==> src/rtl/multicycle_maindec.sv <==
// multicycle_maindec: main control FSM for the multicycle MIPS datapath.
// It steps each instruction through fetch, decode, execute, memory and
// writeback. Memory accesses use a mem_req/mem_ready handshake with a
// wait timeout. Retired instructions are counted, and illegal opcodes and
// memory timeouts are trapped into a sticky ERROR state.
// Optional feature: define MULTICYCLE_MAINDEC_BNE_EN to build BNE support.
// Without it, opcode 000101 is illegal and ne is tied to 0.
module multicycle_maindec #(
   parameter int TIMEOUT = 16,
   parameter int CNT_W   = 32
) (
   input  logic             clk,
   input  logic             reset,
   input  logic [5:0]       op,
   input  logic             mem_ready,
   output logic             mem_req,
   output logic             iord,
   output logic             memwrite,
   output logic             irwrite,
   output logic             pcwrite,
   output logic             branch,
   output logic             ne,
   output logic             regwrite,
   output logic             regdst,
   output logic             memtoreg,
   output logic             alusrca,
   output logic [1:0]       alusrcb,
   output logic             zeroext,
   output logic [1:0]       pcsrc,
   output logic [1:0]       aluop,
   output logic [CNT_W-1:0] instret,
   output logic             fault,
   output logic [1:0]       fault_cause
);

   localparam int WAIT_W = (TIMEOUT < 2) ? 1 : $clog2(TIMEOUT + 1);

   localparam logic [5:0] OP_LW   = 6'b100011;
   localparam logic [5:0] OP_SW   = 6'b101011;
   localparam logic [5:0] OP_RTYP = 6'b000000;
   localparam logic [5:0] OP_BEQ  = 6'b000100;
   localparam logic [5:0] OP_BNE  = 6'b000101;
   localparam logic [5:0] OP_ADDI = 6'b001000;
   localparam logic [5:0] OP_ORI  = 6'b001101;
   localparam logic [5:0] OP_J    = 6'b000010;

   localparam logic [1:0] CAUSE_ILLEGAL = 2'b01;
   localparam logic [1:0] CAUSE_TIMEOUT = 2'b10;

   typedef enum logic [3:0] {
      S_FETCH  = 4'd0,
      S_DECODE = 4'd1,
      S_MEMADR = 4'd2,
      S_MEMRD  = 4'd3,
      S_MEMWB  = 4'd4,
      S_MEMWR  = 4'd5,
      S_EXEC   = 4'd6,
      S_ALUWB  = 4'd7,
      S_BEQEX  = 4'd8,
`ifdef MULTICYCLE_MAINDEC_BNE_EN
      S_BNEEX  = 4'd9,
`endif
      S_ADDIEX = 4'd10,
      S_ORIEX  = 4'd11,
      S_IMMWB  = 4'd12,
      S_JEX    = 4'd13,
      S_ERROR  = 4'd14
   } state_t;

   state_t              state;
   state_t              next_state;
   logic [WAIT_W-1:0]   wait_cnt;
   logic                wait_state;
   logic                timeout_hit;
   logic [1:0]          enter_cause;

   assign wait_state  = (state == S_FETCH) || (state == S_MEMRD) || (state == S_MEMWR);
   assign timeout_hit = (TIMEOUT != 0) && wait_state && !mem_ready &&
                        (wait_cnt == WAIT_W'(TIMEOUT - 1));

   // Next-state selection. In a wait state, mem_ready beats a timeout that
   // lands on the same cycle.
   always_comb begin
      next_state  = state;
      enter_cause = CAUSE_ILLEGAL;
      case (state)
         S_FETCH: begin
            if (mem_ready) begin
               next_state = S_DECODE;
            end else if (timeout_hit) begin
               next_state  = S_ERROR;
               enter_cause = CAUSE_TIMEOUT;
            end
         end
         S_DECODE: begin
            case (op)
               OP_LW, OP_SW: next_state = S_MEMADR;
               OP_RTYP:      next_state = S_EXEC;
               OP_BEQ:       next_state = S_BEQEX;
`ifdef MULTICYCLE_MAINDEC_BNE_EN
               OP_BNE:       next_state = S_BNEEX;
`endif
               OP_ADDI:      next_state = S_ADDIEX;
               OP_ORI:       next_state = S_ORIEX;
               OP_J:         next_state = S_JEX;
               default: begin
                  next_state  = S_ERROR;
                  enter_cause = CAUSE_ILLEGAL;
               end
            endcase
         end
         S_MEMADR: next_state = (op == OP_LW) ? S_MEMRD : S_MEMWR;
         S_MEMRD, S_MEMWR: begin
            if (mem_ready) begin
               next_state = (state == S_MEMRD) ? S_MEMWB : S_FETCH;
            end else if (timeout_hit) begin
               next_state  = S_ERROR;
               enter_cause = CAUSE_TIMEOUT;
            end
         end
         S_MEMWB:  next_state = S_FETCH;
         S_EXEC:   next_state = S_ALUWB;
         S_ALUWB:  next_state = S_FETCH;
         S_BEQEX:  next_state = S_FETCH;
`ifdef MULTICYCLE_MAINDEC_BNE_EN
         S_BNEEX:  next_state = S_FETCH;
`endif
         S_ADDIEX: next_state = S_IMMWB;
         S_ORIEX:  next_state = S_IMMWB;
         S_IMMWB:  next_state = S_FETCH;
         S_JEX:    next_state = S_FETCH;
         default:  next_state = S_ERROR;
      endcase
   end

   // State, wait counter, retired count and sticky fault. A reset aborts
   // the current instruction without counting it.
   always_ff @(posedge clk) begin
      if (reset) begin
         state       <= S_FETCH;
         wait_cnt    <= '0;
         instret     <= '0;
         fault       <= 1'b0;
         fault_cause <= 2'b00;
      end else begin
         state <= next_state;
         if (next_state != state) begin
            wait_cnt <= '0;
         end else if (wait_state && !mem_ready && (TIMEOUT != 0)) begin
            wait_cnt <= wait_cnt + WAIT_W'(1);
         end
         if ((next_state == S_FETCH) && (state != S_FETCH)) begin
            instret <= instret + CNT_W'(1);
         end
         if ((next_state == S_ERROR) && (state != S_ERROR)) begin
            fault       <= 1'b1;
            fault_cause <= enter_cause;
         end
      end
   end

   // Datapath controls decoded from the state. Strobes are held low while
   // reset is asserted.
   always_comb begin
      mem_req  = 1'b0;
      iord     = 1'b0;
      memwrite = 1'b0;
      irwrite  = 1'b0;
      pcwrite  = 1'b0;
      branch   = 1'b0;
`ifdef MULTICYCLE_MAINDEC_BNE_EN
      ne       = 1'b0;
`endif
      regwrite = 1'b0;
      regdst   = 1'b0;
      memtoreg = 1'b0;
      alusrca  = 1'b0;
      alusrcb  = 2'b00;
      zeroext  = 1'b0;
      pcsrc    = 2'b00;
      aluop    = 2'b00;
      case (state)
         S_FETCH: begin
            mem_req = 1'b1;
            alusrcb = 2'b01;
            irwrite = mem_ready;
            pcwrite = mem_ready;
         end
         S_DECODE: alusrcb = 2'b11;
         S_MEMADR: begin
            alusrca = 1'b1;
            alusrcb = 2'b10;
         end
         S_MEMRD: begin
            mem_req = 1'b1;
            iord    = 1'b1;
         end
         S_MEMWB: begin
            regwrite = 1'b1;
            memtoreg = 1'b1;
         end
         S_MEMWR: begin
            mem_req  = 1'b1;
            iord     = 1'b1;
            memwrite = 1'b1;
         end
         S_EXEC: begin
            alusrca = 1'b1;
            aluop   = 2'b10;
         end
         S_ALUWB: begin
            regwrite = 1'b1;
            regdst   = 1'b1;
         end
         S_BEQEX: begin
            alusrca = 1'b1;
            aluop   = 2'b01;
            pcsrc   = 2'b01;
            branch  = 1'b1;
         end
`ifdef MULTICYCLE_MAINDEC_BNE_EN
         S_BNEEX: begin
            alusrca = 1'b1;
            aluop   = 2'b01;
            pcsrc   = 2'b01;
            branch  = 1'b1;
            ne      = 1'b1;
         end
`endif
         S_ADDIEX: begin
            alusrca = 1'b1;
            alusrcb = 2'b10;
         end
         S_ORIEX: begin
            alusrca = 1'b1;
            alusrcb = 2'b10;
            aluop   = 2'b11;
            zeroext = 1'b1;
         end
         S_IMMWB: regwrite = 1'b1;
         S_JEX: begin
            pcsrc   = 2'b10;
            pcwrite = 1'b1;
         end
         default: ;
      endcase
      if (reset) begin
         mem_req  = 1'b0;
         irwrite  = 1'b0;
         pcwrite  = 1'b0;
         memwrite = 1'b0;
         regwrite = 1'b0;
         branch   = 1'b0;
      end
   end

`ifndef MULTICYCLE_MAINDEC_BNE_EN
   assign ne = 1'b0;
`endif

endmodule

==> config.mk <==
export PLATFORM = sky130hd
export DESIGN_NAME = multicycle_maindec
export DESIGN_NICKNAME = d
export VERILOG_FILES = /design/src/rtl/multicycle_maindec.sv
export SDC_FILE = /design/constraint.sdc
export NUM_CORES = 1
export LEC_CHECK = 0
export ABC_CLOCK_PERIOD_IN_PS = 9000
export CORE_UTILIZATION = 55
export CTS_CLUSTER_DIAMETER = 50
export DETAILED_ROUTE_END_ITERATION = 6
export GPL_TIMING_DRIVEN = 0
export PLACE_DENSITY = 0.85
export SLEW_MARGIN = 20
export SYNTH_ARGS = -nofsm -noshare
export SYNTH_HDL_FRONTEND = slang
export SYNTH_SLANG_ARGS = --single-unit
==> constraint.sdc <==
create_clock -name clk -period 9 [get_ports clk]
set_input_delay 0.9 -clock clk [delete_from_list [all_inputs] [get_ports clk]]
set_output_delay 0.9 -clock clk [all_outputs]
set_load 0.02 [all_outputs]
# After elaboration in Yosys (flattened, before gate mapping)
# Cells that the tools add are included.
# word_totals
ff_bits	44
out_inout_bits	53
# classes
eq_ne	22
addsub	2
n_reduce_logical	20
n_mux	30
# ops
cell	n
$add A32 B1 Y32 const B	1
$pmux W4 S7	1
$eq A4 B4 Y1 const B	6
$pmux W4 S6	1
$eq A4 B3 Y1 const B	4
$mux W1	16
$eq A6 B4 Y1 const B	2
$eq A6 B6 Y1 const B	2
$mux W4	3
$pmux W2 S3	2
$reduce_or A5 Y1	2
$reduce_or A3 Y1	3
$eq A4 B2 Y1 const B	2
$logic_not A4 Y1	2
$reduce_or A2 Y1	4
$eq A6 B2 Y1 const B	1
$eq A6 B3 Y1 const B	1
$logic_not A6 Y1	1
$mux W2	3
$mux W3	2
$add A5 B1 Y5 const B	1
$eq A5 B4 Y1 const B	1
$eq A4 B1 Y1 const B	1
$logic_and A1 B1 Y1	4
other kinds (7)	8

# Depth between registers and ports, before layout
# logic_depth
ltp_word	10
depth_mapped	12
mapped_depth_nobuf	9

# Worst setup path after synthesis
# Ideal clock, no wire load.
# synth_timing
kind	input to register
startpoint	input port op[0]
endpoint	register instret[25]
setup_time_ns	0.121
n_path_buf	1
arrival_ns	2.881
stages	7
slack_ns	5.999
required_time_ns	8.879
path_cell_list	or4_4 -> a211oi_2 -> o221ai_2 -> a211o_2 -> buf_2 -> nor3_1 -> mux2_2
# synth_between
elab_chain_len	6
word_cells_on_any_way	13
# synth_rtl
item	line_no	text
start, declared	14	input logic [5:0] op,
$eq A6 B6 Y1 (on tied branches)	96, 112	
$reduce_or A2 Y1	96	case (op)
$pmux W4 S6	96	
$pmux W4 S7 *	86	case (state)
$logic_not A4 Y1 *	152	if ((next_state == S_FETCH) && (state != S_FETCH)) begin
$logic_and A1 B1 Y1 *	152	
end signal, assigned	153	instret <= instret + CNT_W'(1);
end, declared	31	output logic [CNT_W-1:0] instret,
# Mark *: on every way between the ends. The rest lies on a longest branch, timed or not.
# A chain may end at the register's enable or synchronous reset.

# Worst setup path after layout
# layout_timing
startpoint	input port reset
endpoint	output port pcwrite
# layout_between
elab_chain_len	1
# layout_rtl
item	line_no	text
start, declared	13	input logic reset,
$mux W1	247	if (reset) begin
end, declared	20	output logic pcwrite,
# No other way between the ends.

==> impl_metrics.env <==
export IMPL_outcome="finished clean"
export IMPL_synth_edf_count=0
export IMPL_leakage_nw=1.236
export IMPL_finalHoldWorstSlack_ps=460.6
export IMPL_drtAntennaViolNets=0
export IMPL_fillers=438
export IMPL_syn_to_final_growth_pct=25.04
export IMPL_antenna_found_initial=0
export IMPL_clkLatencyLatePin_ps=310
export IMPL_coreArea_um2=5238
export IMPL_cp_data_arrival_time_ps=3040
export IMPL_worstPathMaxFanout=10
export IMPL_cp_endpoint="pcwrite"
export IMPL_antenna_cells=0
export IMPL_dpl_cell_count=518
export IMPL_final_common_cell="clkdlybuf4s50_1"
export IMPL_slew_viol_final=0
export IMPL_post_cts_setup_buffers=0
export IMPL_gp_congestion=0.9638
export IMPL_critPathLaunchType="input port"
export IMPL_num_rows=26
export IMPL_crit_family="buffers and inverters"
export IMPL_firstDrtPassIters=7
export IMPL_syn_avg_cell_area_um2=7.835
export IMPL_cts_buffer_depth=2
export IMPL_fmax_ghz=0.2539
export IMPL_num_io_pins=62
export IMPL_cts_htree_levels=2
export IMPL_route_detailed_drc=0
export IMPL_cts_buffers=5
export IMPL_relSlewSlack_pct=45.87
export IMPL_worstPathRequired_ps=8100
export IMPL_synth_net_count=401
export IMPL_r2r_slack_ps=5500
export IMPL_grt_use_total_pct=29.76
export IMPL_netlist_area_um2=3048
export IMPL_wirelength_um=8515
export IMPL_grt_max_degree=14
export IMPL_min_period_ps=3939
export IMPL_hold_path_class="reg2reg"
export IMPL_placed_area_um2=3726
export IMPL_path_cells="clkdlybuf4s50_1 -> clkbuf_1 -> clkbuf_1 -> nor3_1 -> clkdlybuf4s50_1"
export IMPL_worstSetupEndpointType="primary output"
export IMPL_final_period_utilization_pct=43.76
export IMPL_die_x_um=76.44
export IMPL_max_stage_delay_ps=570
export IMPL_grt_overflow_total=0
export IMPL_cts_root_buf="clkbuf_8"
export IMPL_ctsHoldBuffers=0
export IMPL_path_buf_inv=4
export IMPL_wl_per_cell_um=16.19
export IMPL_synth_distinct_cells=69
export IMPL_hold_viol=0
export IMPL_initial_core_util_pct=58.19
export IMPL_pwr_density_cell_nw_per_um2=147.3
export IMPL_synthCells=389
export IMPL_synth_async_sr_flop_share_pct=0
export IMPL_r2r_start="wait_cnt[0]"
export IMPL_clock_skew_ps=16.16
export IMPL_yosysSeqAreaShare_pct=28.90
export IMPL_ys_warn_count=0
export IMPL_grt_pass1_vias=2944
export IMPL_max_vdd_ir_drop_v=0.00009285
export IMPL_instances_no_fill=526
export IMPL_cts_resized=0
export IMPL_r2r_cells=11
export IMPL_vias=3274
export IMPL_place_hpwl_um=6080
export IMPL_viasPerCell=6.224
export IMPL_io_buffers=59
export IMPL_clkSinkCount=44
export IMPL_nets=467
export IMPL_tritoncts="yes"
export IMPL_setup_viol=0
export IMPL_startpoint="reset"
export IMPL_grt_pass1_wl_um=14300
export IMPL_worst_setup_path_type="in2out"
export IMPL_synth_seq_cells=44
export IMPL_stdcell_area_um2=3811
export IMPL_final_cell_mix="59 x clkdlybuf4s50_1, 44 x dfxtp_1, 38 x nor2_1"
export IMPL_fin_setup_tns_ps=0
export IMPL_die_area_um2=5843
export IMPL_drt_iter0_markers=374
export IMPL_max_cap_viol_count=0
export IMPL_drive_gt1_share_pct=12.06
export IMPL_synthFlopType="dfxtp_1"
export IMPL_clk_pin_slew_ps=80
export IMPL_crit_cells=5
export IMPL_r2r_end="instret[28]"
export IMPL_tightest_slew_ps=811.9
export IMPL_rsz0062_at_grt="false"
export IMPL_die_h_um=76.44
export IMPL_cp_slowest_cell="clkdlybuf4s50_1"
==> where the power goes <==
| group | switching [mW] | total [mW] | internal [mW] | leakage (nW) |
|---|---|---|---|---|
| Combinational | 0.147 | 0.227 | 0.0799 | 0.838 |
| Clock | 0.0722 | 0.128 | 0.0556 | 0.0424 |
| Sequential | 0.00630 | 0.206 | 0.200 | 0.355 |
==> how the worst min path moves through the flow <==
stage | from | endpoint | cells after the start
finish | fault | fault | 2
floorplan | wait_cnt[4] | wait_cnt[4] | 2
detailed placement | fault | fault | 2
global placement | fault | fault | 2
CTS | fault | fault | 2
global route | fault | fault | 2
==> sequential cells by signal, summed over array words and instances (netlist names) <==
register     count
instret         32
wait_cnt         5
state            4
fault_cause      2
fault            1
==> cell usage after synthesis, types with 6 or more instances <==
cell,instances,area share [%]
a21oi_1,27,4.4
buf_2,6,0.99
clkbuf_1,15,1.8
dfxtp_1,44,29
inv_1,14,1.7
mux2_2,12,4.4
nand2_1,32,3.9
nand3_1,11,1.8
nand4_1,15,3.1
nor2_1,38,4.7
nor2b_1,12,2.5
nor3_1,20,3.3
nor4_1,7,1.4
o21ai_0,13,2.1
o31ai_1,14,3.4
or4_1,14,3.4
==> metal layers <==
| layer | wire [µm] | part of all wire (%) | global-route usage (%) |
|---|---|---|---|
| met1 | 3829 | 45 | 41.87 |
| met2 | 3782 | 44 | 45.59 |
| met3 | 795 | 9.3 | 6.467 |
| met4 | 108 | 1.3 | 8.269 |
| met5 | 0 | 0 | 0 |
==> stage by stage <==
stage          utilization [%]  setup WS [ps]  total power [mW]
5_1_grt                  72.77           4947            0.5868
6_report                 72.77           5061            0.5613
2_1_floorplan                -           5999            0.3598
3_3_place_gp             71.14           5145            0.4259
3_5_place_dp             71.14           5103            0.4319
4_1_cts                  72.77           5094            0.5557
==> kinds of logic (layout without fill, tap and decap cells) <==
| group | after synthesis | in the layout | synth area share, % |
|---|---|---|---|
| adder cells (fa/ha/maj) | 3 | 3 | 1.232 |
| XOR/XNOR | 9 | 9 | 2.586 |
| other | 1 | 1 | 0.1230 |
| flip-flops | 44 | 44 | 28.90 |
| buffers and inverters | 46 | 113 | 8.579 |
| multiplexers | 13 | 13 | 4.762 |
| AO/OA/AOI/OAI | 87 | 87 | 20.16 |
| AND/OR/NAND/NOR | 186 | 186 | 33.66 |
==> area by class of cell <==
type	count	area [µm²]	area share (%)
sequential	44	880.8	23.11
multi-input combinational	299	1906	50.00
inverter	14	52.55	1.379
timing repair buffer	59	590.6	15.50
clock inverter	1	8.758	0.2298
buffer	32	209.0	5.483
tap	70	87.58	2.298
clock buffer	7	76.32	2.003
==> worst min-delay path: stages (launching register included) <==
cell     delay, ps
dfxtp_1        320
inv_1           50
a21oi_1         50
Note: power is estimated with default switching activity, not from simulation.
